<file path="src/rtl/keypad_scan.sv">
// 4x3 matrix keypad scanner: rotating column drive, per-frame priority encode
// of closed keys, and a frame-rate debouncer producing a tone-generator key code.
module keypad_scan #(
  parameter int unsigned SCAN_DIV     = 1024,
  parameter int unsigned DEBOUNCE_CNT = 4
) (
  input  logic       clk,
  input  logic       rst,
  input  logic [3:0] row,
  output logic [2:0] col,
  output logic [3:0] num,
  output logic       key_new
);

  typedef enum logic [1:0] {
    IDLE       = 2'd0,
    PRESS_PEND = 2'd1,
    HELD       = 2'd2,
    REL_PEND   = 2'd3
  } state_t;

  localparam logic [15:0] DIV_LAST = 16'(SCAN_DIV - 1);
  localparam logic [3:0]  DEB      = 4'(DEBOUNCE_CNT);

  logic [3:0]  row_meta_q, row_sync_q;
  logic [15:0] div_q, div_d;
  logic [2:0]  col_q, col_d;
  logic [3:0]  acc_q, acc_d;
  state_t      state_q, state_d;
  logic [3:0]  cand_q, cand_d;
  logic [3:0]  dcnt_q, dcnt_d;
  logic [3:0]  num_q, num_d;
  logic        key_new_q, key_new_d;

  logic        sample_s, frame_end_s;
  logic [1:0]  col_idx_s;
  logic [3:0]  cur_code_s, raw_s;

  // Bottom row is *,0,# rather than continuing the digit sequence.
  function automatic logic [3:0] key_code(input logic [1:0] r, input logic [1:0] c);
    logic [3:0] code;
    if (r == 2'd3) begin
      case (c)
        2'd0:    code = 4'd1;
        2'd1:    code = 4'd3;
        default: code = 4'd2;
      endcase
    end else begin
      code = {2'b00, r} * 4'd3 + {2'b00, c} + 4'd4;
    end
    return code;
  endfunction

  function automatic logic [3:0] first_in_col(input logic [3:0] rv, input logic [1:0] c);
    logic [3:0] code;
    code = 4'd0;
    for (int r = 3; r >= 0; r--) begin
      if (rv[r]) code = key_code(2'(r), c);
    end
    return code;
  endfunction

  assign sample_s    = (div_q == DIV_LAST);
  assign frame_end_s = sample_s && col_q[2];
  assign col_idx_s   = col_q[0] ? 2'd0 : (col_q[1] ? 2'd1 : 2'd2);
  assign cur_code_s  = first_in_col(row_sync_q, col_idx_s);
  // Earlier columns win, so a code already captured this frame is kept.
  assign raw_s       = (acc_q != 4'd0) ? acc_q : cur_code_s;

  // Dwell counter, column rotation and per-frame code accumulation.
  always_comb begin
    div_d = div_q + 16'd1;
    col_d = col_q;
    acc_d = acc_q;
    if (sample_s) begin
      div_d = 16'd0;
      col_d = {col_q[1:0], col_q[2]};
      acc_d = col_q[0] ? cur_code_s : raw_s;
    end else begin
      acc_d = acc_q;
    end
  end

  // Debounce FSM, evaluated once per frame.
  always_comb begin
    state_d   = state_q;
    cand_d    = cand_q;
    dcnt_d    = dcnt_q;
    num_d     = num_q;
    key_new_d = 1'b0;
    if (frame_end_s) begin
      case (state_q)
        IDLE: begin
          if (raw_s != 4'd0) begin
            cand_d = raw_s;
            dcnt_d = 4'd1;
            if (DEB <= 4'd1) begin
              state_d   = HELD;
              num_d     = raw_s;
              key_new_d = 1'b1;
            end else begin
              state_d = PRESS_PEND;
            end
          end else begin
            state_d = IDLE;
          end
        end
        PRESS_PEND: begin
          if (raw_s == cand_q) begin
            dcnt_d = dcnt_q + 4'd1;
            if (dcnt_q + 4'd1 >= DEB) begin
              state_d   = HELD;
              num_d     = cand_q;
              key_new_d = 1'b1;
            end else begin
              state_d = PRESS_PEND;
            end
          end else if (raw_s == 4'd0) begin
            state_d = IDLE;
            dcnt_d  = 4'd0;
          end else begin
            cand_d = raw_s;
            dcnt_d = 4'd1;
          end
        end
        HELD: begin
          if (raw_s != num_q) begin
            dcnt_d = 4'd1;
            if (DEB <= 4'd1) begin
              state_d = IDLE;
              num_d   = 4'd0;
            end else begin
              state_d = REL_PEND;
            end
          end else begin
            state_d = HELD;
          end
        end
        REL_PEND: begin
          if (raw_s == num_q) begin
            state_d = HELD;
          end else begin
            dcnt_d = dcnt_q + 4'd1;
            if (dcnt_q + 4'd1 >= DEB) begin
              state_d = IDLE;
              num_d   = 4'd0;
            end else begin
              state_d = REL_PEND;
            end
          end
        end
        default: begin
          state_d = IDLE;
          num_d   = 4'd0;
          dcnt_d  = 4'd0;
        end
      endcase
    end else begin
      state_d = state_q;
    end
  end

  // State registers; reset also clears the synchronizer.
  always_ff @(posedge clk or posedge rst) begin
    if (rst) begin
      row_meta_q <= 4'd0;
      row_sync_q <= 4'd0;
      div_q      <= 16'd0;
      col_q      <= 3'b001;
      acc_q      <= 4'd0;
      state_q    <= IDLE;
      cand_q     <= 4'd0;
      dcnt_q     <= 4'd0;
      num_q      <= 4'd0;
      key_new_q  <= 1'b0;
    end else begin
      row_meta_q <= row;
      row_sync_q <= row_meta_q;
      div_q      <= div_d;
      col_q      <= col_d;
      acc_q      <= acc_d;
      state_q    <= state_d;
      cand_q     <= cand_d;
      dcnt_q     <= dcnt_d;
      num_q      <= num_d;
      key_new_q  <= key_new_d;
    end
  end

  assign col     = col_q;
  assign num     = num_q;
  assign key_new = key_new_q;

endmodule
</file>
<file path="config.mk">
export PLATFORM = sky130hd
export DESIGN_NAME = keypad_scan
export DESIGN_NICKNAME = d
export VERILOG_FILES = /design/src/rtl/keypad_scan.sv
export SDC_FILE = /design/constraint.sdc
export NUM_CORES = 1
export LEC_CHECK = 0
export ABC_AREA = 1
export ABC_CLOCK_PERIOD_IN_PS = 2700
export CAP_MARGIN = 20
export CORE_UTILIZATION = 55
export CTS_BUF_LIST = sky130_fd_sc_hd__clkbuf_8
export CTS_CLUSTER_DIAMETER = 50
export DETAILED_ROUTE_END_ITERATION = 6
export PLACE_DENSITY_LB_ADDON = 0.3
export SLEW_MARGIN = 20
export SYNTH_ARGS = -nofsm -noshare
export SYNTH_HDL_FRONTEND = slang
export SYNTH_SLANG_ARGS = --single-unit
</file>
<file path="constraint.sdc">
create_clock -name clk -period 2.7 [get_ports clk]
set_input_delay 0.81 -clock clk [delete_from_list [all_inputs] [get_ports clk]]
set_output_delay 0.81 -clock clk [all_outputs]
set_load 0.02 [all_outputs]
</file>
Word-level counts from Yosys, hierarchy flattened
Index checks and enable logic that the tools add are counted.
Storage, ports and cells
  bits of input ports: 6
  output and inout port bits: 8
  word-level logic and storage cells: 84
  flip-flop bits (word level): 46
Operators by class
  equality and inequality tests: 17
  reduce and logical (&&, ||, !) cells: 12
  multiplexer cells: 37
  magnitude comparators: 1
  $add $sub $neg: 7
Operators with widths (count)
  two-way mux 4 bit: 16
  adder 16 x 1 -> 16 bit, second input constant: 1
  equality test 16 x 10 -> 1 bit, second input constant: 1
  two-way mux 16 bit: 1
  two-way mux 2 bit: 8
  != test 2 bit, second input constant: 8
  case mux 4 bit (2 select lines): 2
  case mux 4 bit (4 select lines): 1
  equality test 4 bit: 2
  case mux 2 bit (4 select lines): 1
  nonzero test 4 bit: 2
  two-way mux 1 bit: 7
  AND reduction 6 bit: 1
  AND reduction 5 bit: 1
  adder 2 x 3 -> 4 bit, second input constant: 1
  adder 3 x 2 -> 4 bit, first input constant: 1
  adder 3 x 3 -> 4 bit, second input constant: 1
  adder 4 x 1 -> 4 bit, second input constant: 1
  adder 4 x 3 -> 4 bit, second input constant: 1
  equality test 2 x 1 -> 1 bit, second input constant: 2
  equality test 2 bit, second input constant: 2
  greater-or-equal comparator 4 x 3 -> 1 bit, second input constant: 1
  logical NOT 2 bit: 2
  logical NOT 4 bit: 1
  other kinds (8): 9

Logic depth before layout (Yosys ltp)
Gate-level depths: netlist of the first run.
  depth in word-level cells: 13
  mapped depth: 18
  mapped depth without buffers: 18

Least setup slack after synthesis of the first run
Ideal clock, no wire load.
  kind: reg-to-reg
  from: reg col_q[1], in the netlist col[1]
  to: reg num_q[3], in the netlist num[3]
  arrival: 2008 ps
  library setup time: 117 ps
  period minus slack after synthesis: 2125 ps
  required time: 2583 ps
  cell stages (with the launch flop): 17
  path buffers: 0
  slack: 575 ps
  path through: dfrtp_1 -> inv_1 -> nor2_1 -> inv_1 -> ha_1 -> a21oi_1 -> nand2_1 -> a21oi_1 -> nand2_1 -> nand2_1 -> nand2_2 -> nor2_8 -> nand2_4 -> nand2_4 -> nand3_2 -> nand2_1 -> nand2_1
On the way
  cells in the longest elaborated chain, start to end: 12
  elaborated cells on any way between the ends: 20
  classes of those cells: add/sub: 5; eq/ne: 5; mux: 8; reduce/logical: 2
RTL lines
  start, declared: RTL line 27  | logic [2:0] col_q, col_d;
  start signal, assigned: RTL line 180  | col_q <= col_d;
  two-way mux 2 bit * (2 in series): RTL line 65  | assign col_idx_s = col_q[0] ? 2'd0 : (col_q[1] ? 2'd1 : 2'd2);
  branches (longest 5 deep; another with adder 3 x 2 -> 4 bit)
  two-way mux 4 bit *: RTL line 58  | if (rv[r]) code = key_code(2'(r), c);
  two-way mux 4 bit *: RTL line 68  | assign raw_s = (acc_q != 4'd0) ? acc_q : cur_code_s;
  equality test 4 bit (on tied branches): RTL line 109, 140
  != test 2 bit (no line)
  AND reduction 6 bit (no line) *
  end signal, assigned: RTL line 185  | num_q <= num_d;
  end, declared: RTL line 32  | logic [3:0] num_q, num_d;
Mark *: on every way between the ends.
A chain may end at the register's enable or synchronous reset.

Worst setup path in the final report of the first run
  from: reg col_q[0], in the netlist col[0]
  to: out col[0]
RTL lines
  end, declared: RTL line 10  | output logic [2:0] col,
No word-level cell between the ends.

==> results of run 1 <==
## sequential cells by signal, summed over array words and instances (netlist names)
name	cells
num	4
state_q	2
key_new	1
div_q	16
cand_q	4
dcnt_q	4
row_sync_q	4
col	3
row_meta_q	4
acc_q	4
## cells by family (layout without fill, tap and decap cells)
| group | after synthesis | after routing | synth area share [%] |
|---|---|---|---|
| AO/OA/AOI/OAI | 34 | 34 | 6.635 |
| XOR/XNOR | 10 | 10 | 3.317 |
| adder cells (fa/ha/maj) | 3 | 3 | 1.422 |
| buffers and inverters | 52 | 71 | 7.725 |
| flip-flops | 46 | 46 | 43.65 |
| AND/OR/NAND/NOR | 186 | 186 | 37.25 |
## final timing paths
check,startpoint,to,slack [ns],cells past startpoint
max,col[0]$_DFFE_PP1N_,col[0],0.35,1
min,row_meta_q[0]$_DFF_PP0_,row_sync_q[0]$_DFF_PP0_,0.36,0
max reg2reg,col[0]$_DFFE_PP1N_,num[0]$_DFFE_PP0P_,0.36,15
min reg2reg,row_meta_q[0]$_DFF_PP0_,row_sync_q[0]$_DFF_PP0_,0.36,0
max in group asynchronous,rst,col[0]$_DFFE_PP1N_,1.28,3
min in group asynchronous,rst,dcnt_q[3]$_DFFE_PP0P_,0.85,2
## metal layers
metal / up-vias / track usage [%] / share of wire, %
met2: 49 / 33.33 / 46
met1: 933 / 32.06 / 50
met5: - / 0 / 0
met3: 4 / 4.782 / 3.0
met4: 0 / 5.778 / 0.91
li1: 1077 / - / -
## power breakdown
group / leakage [nW] / total [mW] / internal [mW] / switching (mW)
registers: 0.606 / 0.699 / 0.694 / 0.00439
clock network: 0.0607 / 0.484 / 0.269 / 0.215
logic: 0.777 / 0.0775 / 0.0261 / 0.0514
## placed cells by master (no fill, tap or decap), drive strengths merged
cell type and instances:
nand2 107, inv 49, dfrtp 45, nor2 38, nand3 27, a21oi 17, o21ai 14, clkdlybuf4s50 13
nand4 8, xnor2 6, clkbuf 5, xor2 4, nand3b 3, ha 3, nor3 3, clkinv 2
o22ai 2, o21a 1, bufinv 1, dfstp 1, buf 1
## area by class of cell
type / count / area [µm²] / area share, %
multi-input cells: 233 / 1284 / 43.64
flip-flops and latches: 46 / 1152 / 39.17
inverters: 49 / 183.9 / 6.253
repair buffers: 14 / 150.1 / 5.104
clock buffers: 5 / 68.82 / 2.339
well taps: 52 / 65.06 / 2.212
clock inverters: 3 / 37.54 / 1.276
## through the flow
| step | util [%] | cell area, µm² |
|---|---|---|
| after floorplan | - | 2640 |
| after global placement | 63.37 | 2835 |
| final | 65.74 | 2942 |
| after global routing | 65.74 | 2942 |
| after CTS | 65.74 | 2942 |
| after detailed placement | 63.37 | 2835 |
==> results by group, run 1 <==
STA
  – Setup TNS: 0 ns
  – Post-route minimum period: 2.347 ns
  – Final Hold Fails: 0
  – F_max: 426.1 MHz
  – Worst relative slew slack: 66.71%
  – Hold slack: 0.3577 ns
  – RSZ-0062 raised after global routing: false
  – Worst-margin pin slew: 0.4975 ns
  – Final setup margin: 0.3531 ns
  – Final setup fails: 0
  – Final Skew: 0.01241 ns
  – Period utilisation layout: 86.92%
  – Slew Limit Fails: 0

Synthesis
  – Netlist cell types: 31
  – Fraction of registers with async set/reset: 100.0%
  – Post-Syn Area: 0.002640 mm²
  – Sequential area share after synthesis: 43.65%
  – Largest area contributor in the netlist: dfrtp_1
  – Top cells by count, synth: 89 x nand2_1, 45 x dfrtp_1, 40 x inv_1
  – Largest cells by area after synthesis: dfrtp_1 43%, nand2_1 13%, inv_1 5.7%
  – Mapped Avg Cell Area: 7.976 µm²
  – Top_reg_cell synth: dfrtp_1
  – Post-synth net total: 340
  – Number of synthesized flops with an enable pin: 0
  – Most numerous cell in the Yosys netlist: nand2_1
  – #FFs+latches synth: 46
  – Share of the synthesized area in the top cell type: 42.65%
  – Synth warn: 0
  – Post-Synthesis Cells: 331

Floorplan
  – Die Wd: 71.28 µm
  – Die area: 0.005081 mm²
  – Initial Util: roughly 59%
  – CORE AREA: roughly 0.0045 mm²
  – Row Count: 24
  – Die span in y: 71.28 µm
  – Io pins: 14

Clock tree
  – Sink Count: 46
  – Post-CTS sizing: 0
  – Num CTS Buffers: 5
  – CTS clk-pin slew, worst paths: 0.09 ns
  – Insertion delay to the later sink of the worst-skew pair: a little under 0.3 ns
  – Htree depth: 2
  – # hold bufs at CTS: 0
  – CTS Root Cell: clkbuf_8
  – CTS Buffer Depth: 2
  – CTS tree: built
  – Setup Buffers After CTS: 0

Route
  – Post-Route WL: 4811 µm
  – Vias post-DR: 2063
  – Detail Route Antenna Nets: 0
  – Wire per inst: 11.97 µm
  – DR pass1 iterations: 7
  – DRC: 1
  – DRT iter0 DRCs: 160
  – Drt via density: 5.132

Worst setup path
  – CP max stage cell: dfstp_2
  – Family with the most delay on the worst path: flip-flops
  – Critical path class: reg -> out
  – CP required: 1.89 ns
  – Crit end category: output pin
  – Worst stage delay on the critical path: 0.62 ns
  – Crit-path cells: clkdlybuf4s50_1
  – WP buf/inv: 1
  – CP Data Arrival Time: around 1.5 ns
  – Crit start category: register
  – Crit path max fanout: 7

GRT
  – Initial antenna violation count: 0
  – Vias in the first global route: ~1900
  – Grt total ovfl: 0
  – First-pass GRT wire length: 8645 µm
  – Global-route usage over all layers: 21.92%
  – Largest net degree at the start of global routing: 26

Status
  – Violated checks: design-rule violations
  – Status: finished, violations left

Placed design
  – DP HPWL: approximately 3700 µm
  – Placed cells: 394
  – GP Congestion: 0.9481
  – Dpl ws: 0.4030 ns
  – Port Buffers: 13

Final layout
  – Non-Filler Instances: 402
  – # nets final: 358
  – # fillers: 368
  – Area grow syn2layout: 11.42%
  – Layout cells sized above 1: 14.86%
  – Antenna cells: 0

Min path
  – HP Class: reg -> reg

Power
  – PD cells: between 400 and 500 mW/mm²
  – IR drop worst, VDD: 0.2985 mV
  – Tot Pwr: 1.261 mW
  – LEAKAGE: 1.444 nW

Flow run
  – Number of max-cap violations: 0
Note: power is estimated with default switching activity, not from simulation.
==> run 2, diff against run 1 <==
--- a/config.mk
+++ b/config.mk
@@ -12,6 +12,7 @@
 export CTS_BUF_LIST = sky130_fd_sc_hd__clkbuf_8
 export CTS_CLUSTER_DIAMETER = 50
 export DETAILED_ROUTE_END_ITERATION = 6
+export GPL_TIMING_DRIVEN = 0
 export PLACE_DENSITY_LB_ADDON = 0.3
 export SLEW_MARGIN = 20
 export SYNTH_ARGS = -nofsm -noshare
==> results by group, run 2 (synthesis gave the netlist of run 1 again) <==
Route
  – DR pass1 iterations: 6
  – Post-Route WL: 4821 µm
  – Drt via density: 5.146
  – DRC: 1
  – Detail Route Antenna Nets: 0
  – DRT iter0 DRCs: 159
  – Wire per inst: 11.90 µm
  – Vias post-DR: 2084

Floorplan
  – Die Wd: 71.28 µm
  – Initial Util: 59.00%
  – Die span in y: 71.28 µm
  – Row Count: 24
  – CORE AREA: 0.004474 mm²
  – Io pins: 14
  – Die area: about 0.0051 mm²

Worst setup path
  – Crit end category: output pin
  – Reg-to-Reg Start: col[1]$_DFFE_PP0N_
  – WP buf/inv: 1
  – Crit start category: register
  – CP startpoint: col[0]$_DFFE_PP1N_
  – Critical path class: reg -> out
  – Crit path max fanout: 7
  – Worst stage delay on the critical path: 0.62 ns
  – Crit-path cells: clkdlybuf4s50_1
  – Family with the most delay on the worst path: flip-flops
  – CP Data Arrival Time: 1.54 ns
  – CP max stage cell: dfstp_2
  – CP required: 1.89 ns

Final layout
  – Antenna cells: 0
  – Number of flip-flops in the largest register: 16
  – Area grow syn2layout: 12.32%
  – Commonest cells after routing, fill and taps aside: 89 x nand2_1, 45 x dfrtp_1, 40 x inv_1
  – Design Area, Final: 0.002965 mm²
  – Non-Filler Instances: 405
  – Final core occ: about two thirds
  – # fillers: 356
  – Layout cells sized above 1: 15.58%
  – Largest Register: div_q
  – # nets final: around 360
  – Commonest non-fill, non-tap cell in the layout: nand2_1

STA
  – Period utilisation layout: 87.05%
  – RSZ-0062 raised after global routing: false
  – Worst-margin pin slew: 0.5185 ns
  – F_max: between 400 and 500 MHz
  – Setup TNS: 0 ns
  – Post-route minimum period: 2.350 ns
  – Final Hold Fails: 0
  – Worst relative slew slack: about two thirds
  – Final setup fails: 0
  – Slew Limit Fails: 0
  – Final Skew: 0.009935 ns

Clock tree
  – Setup Buffers After CTS: 0
  – CTS tree: built
  – Sink Count: 46
  – # hold bufs at CTS: 0
  – Insertion delay to the later sink of the worst-skew pair: 0.30 ns
  – Htree depth: 2
  – CTS Root Cell: clkbuf_8
  – Post-CTS sizing: 0
  – CTS clk-pin slew, worst paths: 0.09 ns
  – CTS Buffer Depth: 2
  – Num CTS Buffers: 5

GRT
  – Initial antenna violation count: 0
  – First-pass GRT wire length: 8376 µm
  – Vias in the first global route: about 1900
  – Global-route usage over all layers: 21.21%
  – Grt total ovfl: 0
  – Largest net degree at the start of global routing: 36

Power
  – PD cells: 433.2 mW/mm²
  – IR drop worst, VDD: 0.3170 mV
  – LEAKAGE: 1.451 nW
  – Tot Pwr: 1.285 mW

Min path
  – HP Start: row_meta_q[2]$_DFF_PP0_
  – HP Class: reg -> reg

Placed design
  – Post-DP Area: 0.002855 mm²
  – GP Congestion: a little under 1
  – DP HPWL: 3630 µm
  – Port Buffers: 13
  – Placed cells: a little under 400

Status
  – Status: finished, violations left
  – Violated checks: design-rule violations

Flow run
  – Number of max-cap violations: 0
==> run 2: path summary, 6_finish.rpt <==
check | endpoint | slack (ns) | cells past startpoint
max in group asynchronous | col[0]$_DFFE_PP1N_ | 1.42 | 3
min | row_sync_q[2]$_DFF_PP0_ | 0.35 | 0
max reg2reg | num[1]$_DFFE_PP0P_ | 0.36 | 16
max | col[0] | 0.35 | 1
min reg2reg | row_sync_q[2]$_DFF_PP0_ | 0.35 | 0
min in group asynchronous | dcnt_q[2]$_DFFE_PP0P_ | 0.75 | 2
==> run 2: stage by stage <==
| stage | setup slack [ns] | hold slack [ns] |
|---|---|---|
| final | 0.3497 | 0.3529 |
| after global routing | 0.1318 | 0.3587 |
| after CTS | 0.3331 | 0.3543 |
| after detailed placement | 0.4074 | 0.3347 |
| after global placement | -0.1062 | 0.3331 |
| after floorplan | 0.5748 | 0.3312 |
==> run 2: per-layer routing <==
metal	global-route usage [%]	up-vias	routed length (µm)
met3	4.501	9	174
met1	29.04	950	2409
met4	6.889	0	70
li1	-	1080	-
met5	0	-	0
met2	33.97	45	2166
==> run 2: final cells by class <==
cell class / instances / area, µm² / share of cell area [%]
multi-input cells: 233 / 1284 / 43.29
flip-flops and latches: 46 / 1152 / 38.86
inverters: 49 / 183.9 / 6.203
repair buffers: 14 / 150.1 / 5.063
clock buffers: 5 / 68.82 / 2.321
well taps: 52 / 65.06 / 2.194
clock inverters: 3 / 41.29 / 1.392
plain buffers: 3 / 20.02 / 0.6751
==> run 2: report_power, final <==
| part | internal, mW | switching [mW] |
|---|---|---|
| sequential | 0.694 | 0.00381 |
| combinational | 0.0262 | 0.0511 |
| clock | 0.273 | 0.237 |
| total | 0.993 | 0.292 |
